--- src/rtl/xreg_wb_ctrl.sv ---
// Write-back controller for the 16-entry RV32E register file: arbitrates the
// single write port between execute and LSU load returns, and tracks pending loads.
module xreg_wb_ctrl #(
    parameter int XLEN = 32,
    parameter int NREG = 16
) (
    input  logic            clk,
    input  logic            rst,
    input  logic            exe_valid,
    output logic            exe_ready,
    input  logic [3:0]      exe_rd,
    input  logic [XLEN-1:0] exe_data,
    input  logic            lsu_issue,
    input  logic [3:0]      lsu_issue_rd,
    input  logic            lsu_valid,
    output logic            lsu_ready,
    input  logic [3:0]      lsu_rd,
    input  logic [XLEN-1:0] lsu_data,
    output logic            wreq,
    output logic [3:0]      windex,
    output logic [XLEN-1:0] wdata,
    output logic [NREG-1:0] busy,
    output logic            err
);

    typedef enum logic {
        ST_RESET,
        ST_RUN
    } state_t;

    state_t          state_q;
    state_t          state_d;
    logic            wsrc_lsu;
    logic            lsu_fire;
    logic            exe_fire;
    logic [NREG-1:0] set_mask;
    logic [NREG-1:0] clr_mask;
    logic [NREG-1:0] busy_d;
    logic            err_issue;
    logic            err_return;

    // lsu_ready stays low for the first cycle after reset is released.
    always_ff @(posedge clk) begin
        if (rst) begin
            state_q <= ST_RESET;
        end else begin
            state_q <= state_d;
        end
    end

    always_comb begin
        state_d   = state_q;
        lsu_ready = 1'b0;
        exe_ready = 1'b0;
        case (state_q)
            ST_RESET: state_d = ST_RUN;
            ST_RUN:   lsu_ready = !rst;
            default:  state_d = ST_RESET;
        endcase
        if (!rst) begin
            exe_ready = !lsu_valid && !((exe_rd != 4'd0) && busy[exe_rd]);
        end
    end

    assign lsu_fire = lsu_valid && lsu_ready;
    assign exe_fire = exe_valid && exe_ready;

    // Scoreboard: a load clears its bit at the edge where its data commits.
    always_comb begin
        set_mask = '0;
        clr_mask = '0;
        if (lsu_issue && (lsu_issue_rd != 4'd0)) begin
            set_mask[lsu_issue_rd] = 1'b1;
        end
        if (wreq && wsrc_lsu) begin
            clr_mask[windex] = 1'b1;
        end
        busy_d    = (busy & ~clr_mask) | set_mask;
        busy_d[0] = 1'b0;
        err_issue = lsu_issue && (lsu_issue_rd != 4'd0) && busy[lsu_issue_rd]
                    && !clr_mask[lsu_issue_rd];
        err_return = lsu_fire && (lsu_rd != 4'd0) && !busy[lsu_rd];
    end

    always_ff @(posedge clk) begin
        if (rst) begin
            busy <= '0;
            err  <= 1'b0;
        end else begin
            busy <= busy_d;
            if (err_issue || err_return) begin
                err <= 1'b1;
            end
        end
    end

    // Write stage: LSU has fixed priority; x0 targets handshake but never write.
    always_ff @(posedge clk) begin
        if (rst) begin
            wreq     <= 1'b0;
            windex   <= 4'd0;
            wdata    <= '0;
            wsrc_lsu <= 1'b0;
        end else if (lsu_fire) begin
            wreq     <= (lsu_rd != 4'd0);
            wsrc_lsu <= 1'b1;
            if (lsu_rd != 4'd0) begin
                windex <= lsu_rd;
                wdata  <= lsu_data;
            end
        end else if (exe_fire) begin
            wreq     <= (exe_rd != 4'd0);
            wsrc_lsu <= 1'b0;
            if (exe_rd != 4'd0) begin
                windex <= exe_rd;
                wdata  <= exe_data;
            end
        end else begin
            wreq <= 1'b0;
        end
    end

endmodule
--- config.mk ---
export PLATFORM = sky130hd
export DESIGN_NAME = xreg_wb_ctrl
export DESIGN_NICKNAME = d
export VERILOG_FILES = /design/src/rtl/xreg_wb_ctrl.sv
export SDC_FILE = /design/constraint.sdc
export NUM_CORES = 1
export LEC_CHECK = 0
export ABC_AREA = 0
export CAP_MARGIN = 20
export CORE_MARGIN = 10
export CORE_UTILIZATION = 39
export DETAILED_ROUTE_END_ITERATION = 10
export HOLD_SLACK_MARGIN = 0.08
export PLACE_DENSITY = 0.77
export SLEW_MARGIN = 40
export SYNTH_ARGS = -nofsm -noshare
export SYNTH_HDL_FRONTEND = slang
export SYNTH_SLANG_ARGS = --single-unit
export TNS_END_PERCENT = 50
--- constraint.sdc ---
create_clock -name clk -period 1.7 [get_ports clk]
set_input_delay 0.17 -clock clk [delete_from_list [all_inputs] [get_ports clk]]
set_output_delay 0.17 -clock clk [all_outputs]
set_load 0.01 [all_outputs]
* After elaboration in Yosys (flattened, before gate mapping)
Index checks and enable logic that the tools add are counted. Widths: inputs -> output; s select.
Storage, ports and cells: bits in registers 56, output and inout bits 56, logic and storage cells 71
Operators by class: multiplexer cells 29, magnitude comparators 6, reduce and logical (&&, ||, !) cells 24, bitwise gates (word level) 3, equality and inequality tests 1
Operator list (number):
- $mux 32 | 4
- $mux 16 | 2
- $lt 4x5->1 const B | 4
- $and 16x16->16 | 1
- $bmux 1 s4 | 4
- $mux 4 | 4
- $not 16->16 | 1
- $or 16x16->16 | 1
- $mux 1 | 13
- $logic_and 1x1->1 | 12
- $reduce_bool 4->1 | 3
- $demux 1 s4 | 2
- $ge 4x1->1 const B | 2
- $logic_not 1->1 | 5
- $reduce_bool 2->1 | 2
- $reduce_and 3->1 | 1
- $ne 2x1->1 const B | 1
- $logic_or 1x1->1 | 1

* Depth between registers and ports, before layout
depth after elaboration 10, gate-level depth with buffers 7, depth with buffers taken out 5

* Worst setup path before layout
OpenSTA, ideal clock, no wires.
path kind register to register, start register busy[15], end register wdata[0], library setup time 0.118 ns, arrival time 1.746 ns, required time 1.582 ns, cell stages (with the launch flop) 7, setup slack -0.164 ns, path through dfxtp_1 > mux2i_1 > mux4_2 > a41oi_4 > buf_4 > a31o_2 > a21oi_2
On the way: longest elaborated chain between the ends 9
RTL lines:
- from (decl) | line 22 | output logic [NREG-1:0] busy,
- from (signal assigned) | line 90 | busy <= busy_d;
- $bmux 1 s4 | line 61 | exe_ready = !lsu_valid && !((exe_rd != 4'd0) && busy[exe_rd]);
- $mux 1 (not written as such) | line 61
- $logic_and 1x1->1 | line 61
- $logic_not 1->1 | line 61
- $logic_and 1x1->1 | line 61
- $mux 1 | line 60 | if (!rst) begin
- $logic_and 1x1->1 | line 66 | assign exe_fire = exe_valid && exe_ready;
- $reduce_bool 2->1 (no line)
- $reduce_and 3->1 (no line)
- to (signal assigned) | line 109 | wdata <= lsu_data;
- to (signal assigned) | line 116 | wdata <= exe_data;
- to (decl) | line 21 | output logic [XLEN-1:0] wdata,
Every way passes these cells. The select of a mux whose other input is x is not followed. A chain may end at the register's enable or synchronous reset.

* Final worst setup path
start register busy[4], end output exe_ready
On the way: longest elaborated chain between the ends 6
RTL lines:
- $bmux 1 s4 | line 61
- $mux 1 (not written as such) | line 61
- $logic_and 1x1->1 | line 61
- $logic_not 1->1 | line 61
- $logic_and 1x1->1 | line 61
- $mux 1 | line 60
- to (decl) | line 10 | output logic exe_ready,
Every way passes these cells. The select of a mux whose other input is x is not followed.

==> reports/qor.csv <==
stage;metric;value;unit
clock_network;CTS tree;yes;
synth;Post-synth EDFFs;0;
critical_path;Worst Path Required;1.53;ns
synth;Syn Std Cell Area;3280;µm²
global_route;first-pass GRT wire length;19.8;mm
floorplanning;chip height;112;µm
global_route;GR met1 Demand/Resource;22.0;%
synth;adder-cell share of the synthesized area;0;%
critical_path;Worst R2R End;wdata[29]$_SDFFE_PP0P_;
critical_path;FF-to-FF setup slack;-0.15;ns
cells_and_area;Finished Core Util;68.3;%
critical_path;Crit Path Max Fanout;2;
clock_network;Num CTS Buffers;5;
global_route;gr busiest metal;met2;
critical_path;CP peak stage delay;0.33;ns
power_and_ir_drop;Pwr per Cell Area;591;nW/µm²
sta;Clock Skews;0.00806;ns
global_route;number of global-route vias before repair;3670;
synth;Synth Register Bits;55;
synth;register area share after synthesis;33.6;%
sta;fmax;538;MHz
routing;vias per inst;5.35;
job;maxcap violations;0;
synth;Primary FF master, synth;dfxtp_1;
critical_path;Worst Setup End Kind;output pin;
floorplanning;Die ar.;12500;µm²
worst_hold_path;type of the most critical hold path;in -> reg;
place;GPL Wtd Cong;0.926;
clock_network;Root Driver;clkbuf_8;
synth;ys async rst share;0;%
sta;Final Setup Violations;39;
synth;mux contribution to synthesized area;19.4;%
critical_path;Top delay family on crit path;compound AO/OA/AOI/OAI gates;
global_route;Tot GR Track Use;19.0;%
floorplanning;I/O pins;137;
clock_network;Max clock buf depth;2;
routing;drt first-iter violations;179;
place;Buffers on Ports;135;
critical_path;CP Cell Sequence;mux2_4 -> a221oi_4 -> nor3_1 -> a21oi_1 -> and2_1 -> buf_2;
critical_path;slowest cell on the critical path;dfxtp_2;
floorplanning;Core Area;8220;µm²
sta;Tcrit/Tclk final;109;%
cells_and_area;Reg area;1110;µm²
clock_network;H-tree levels;2;
run_status;violated checks;setup timing;
synth;post-synthesis cell count;353;
synth;Synth Net Count;434;
cells_and_area;Syn-to-layout area delta;71.3;%
clock_network;clock slew at reported path FFs;0.09;ns
sta;fin crit period;1.86;ns
sta;Min Hold Slack;0.390;ns
sta;setup repair after global routing missed its margin;true;
cells_and_area;commonest non-fill, non-tap cell in the layout;clkdlybuf4s50_1;
sta;final number of hold-violating endpoints;0;
synth;post-synthesis average cell area;9.28;µm²
global_route;total grt overflow;0;
global_route;M3 GR Usage;6.49;%
floorplanning;row count;33;
synth;Synth Area in XOR/XNOR;0.535;%
cells_and_area;Multi-input gate area;2060;µm²
routing;Routed WL per cell;19.3;µm
floorplanning;starting density of the core;39.9;%
critical_path;critical path arrival;1.69;ns
floorplanning;Die W;112;µm
routing;drt drc;0;
cells_and_area;final net count;621;
synth;synth unique cells;46;
clock_network;Clk Latency, worst-skew pair;0.31;ns
routing;Initial DRT Pass Iterations;4;
critical_path;Crit path buffers/inverters;1;
critical_path;Worst Path Class, Setup;reg -> out;
critical_path;reg2reg path depth;8;
cells_and_area;ant diodes;0;
synth;synth warn;0;
worst_hold_path;Hold Path Origin;rst;
cells_and_area;most frequent cells in the layout;clkdlybuf4s50_1, buf_4, dfxtp_1;
sta;pin slew with the least headroom to its limit;0.524;ns
worst_hold_path;Hold Path Depth;4;
place;detailed placement HPWL;9.50;mm
global_route;largest net degree at the start of global routing;39;
sta;Rel. slew slack;65.1;%
cells_and_area;Fillers;659;
critical_path;Reg2Reg Launch Point;busy[15]$_SDFF_PP0_;
global_route;initial antenna violation count;0;
synth;Compound-Gate Fraction of Synth Area;28.3;%
synth;Simple-Gate Fraction of Synth Area;8.97;%
routing;DRT antenna net count;0;
run_status;outcome;finished, violations left;
routing;via count;3448;
cells_and_area;share of layout cells above drive strength 1;33.0;%
place;Placement Setup Slack;-0.742;ns
clock_network;clk sinks;55;
power_and_ir_drop;total power;3.32;mW
power_and_ir_drop;Leakage;2.29;nW
global_route;grt met2 use;32.8;%
routing;wirelength, routed;12.4;mm
sta;Final TNS setup;-4.95;ns
worst_hold_path;Worst Hold End;wdata[30]$_SDFFE_PP0P_;
sta;final setup margin;-0.159;ns
critical_path;startpoint class of the critical path;flop;
power_and_ir_drop;worst vdd ir;0.329;mV
synth;largest family of logic cells by synthesized area;compound AO/OA/AOI/OAI gates;
sta;Slew Limit Fails;0;
==> how the worst max path moves through the flow <==
stage | start | endpoint | slack, ns | depth (start not counted)
after CTS | busy[4]$_SDFF_PP0_ | exe_ready | -0.15 | 6
final | busy[4]$_SDFF_PP0_ | exe_ready | -0.16 | 6
after global routing | busy[15]$_SDFF_PP0_ | wdata[29]$_SDFFE_PP0P_ | -0.23 | 8
after detailed placement | exe_rd[0] | wdata[21]$_SDFFE_PP0P_ | -0.74 | 10
after global placement | exe_rd[0] | exe_ready | -0.71 | 7
after floorplan | busy[15]$_SDFF_PP0_ | wdata[25]$_SDFFE_PP0P_ | -0.02 | 6
==> synth_stat cells (all sizes together), types with 2 or more instances <==
cell     n  area [µm²]
a31o    36         315
mux2     3        33.8
xnor2    2        17.5
nor2b    4        25.0
nand3    4        20.0
and2     2        12.5
a31oi    2        12.5
nor3b    2        15.0
nand2   23        93.8
o21ai   12        60.1
and3     3        18.8
mux2i   42         420
o31ai    2        15.0
buf     11        88.8
mux4     8         180
inv     40         150
nor3     2        10.0
a32oi    3        26.3
a21oi   52         369
or3      3        18.8
clkbuf  16        60.1
dfxtp   55        1100
nor2     9        33.8
==> through the flow <==
step | area [µm²] | std cells
3_3_place_gp | 5240 | 632
6_report | 5610 | 645
4_1_cts | 5500 | 641
3_5_place_dp | 5240 | 632
2_1_floorplan | 3320 | 353
5_1_grt | 5610 | 645
==> per-layer routing <==
metal	vias up	routed length, µm
li1	1653	-
met1	1642	4870
met2	139	6280
met3	14	1120
met4	0	164
met5	-	0
==> registers in the layout, summed over array words and instances, names as in the netlist <==
signal,cells
busy,15
err,1
state_q,1
wdata,32
windex,4
wreq,1
wsrc_lsu,1
==> area by class of cell <==
cell class / count / area share (%)
clock buffers: 6 / 1.47
repair buffers: 207 / 36.9
flip-flops and latches: 55 / 19.8
inverters: 40 / 2.67
clock inverters: 1 / 0.0891
well taps: 105 / 2.34
multi-input cells: 231 / 36.7
==> report_power, final <==
group | switching, mW | internal [mW]
clock | 0.416 | 0.321
sequential | 0.0494 | 1.38
combinational | 0.489 | 0.666
total | 0.955 | 2.36
==> worst register-to-register path, delay by kind of cell (launching register included) <==
kind | cells | cell delay (ns)
mux | 2 | 0.57
buf+inv | 3 | 0.47
flops | 1 | 0.35
compound gates | 2 | 0.30
simple gates | 1 | 0.09
==> cell families after synthesis <==
| kind of cell | after synthesis |
|---|---|
| compound gates | 117 |
| xor+xnor | 2 |
| buf+inv | 67 |
| flops | 55 |
| mux | 53 |
| other cells | 1 |
| simple gates | 58 |
==> timing repair <==
action,in CTS,in global routing
setup buffers,2,1
gates resized for setup,38,4
endpoints found under the setup margin,40,39
gates cloned,0,3
endpoints found under the hold margin,0,0
pin swaps,12,1
hold buffers,0,0
(Power assumes the default switching activity.)
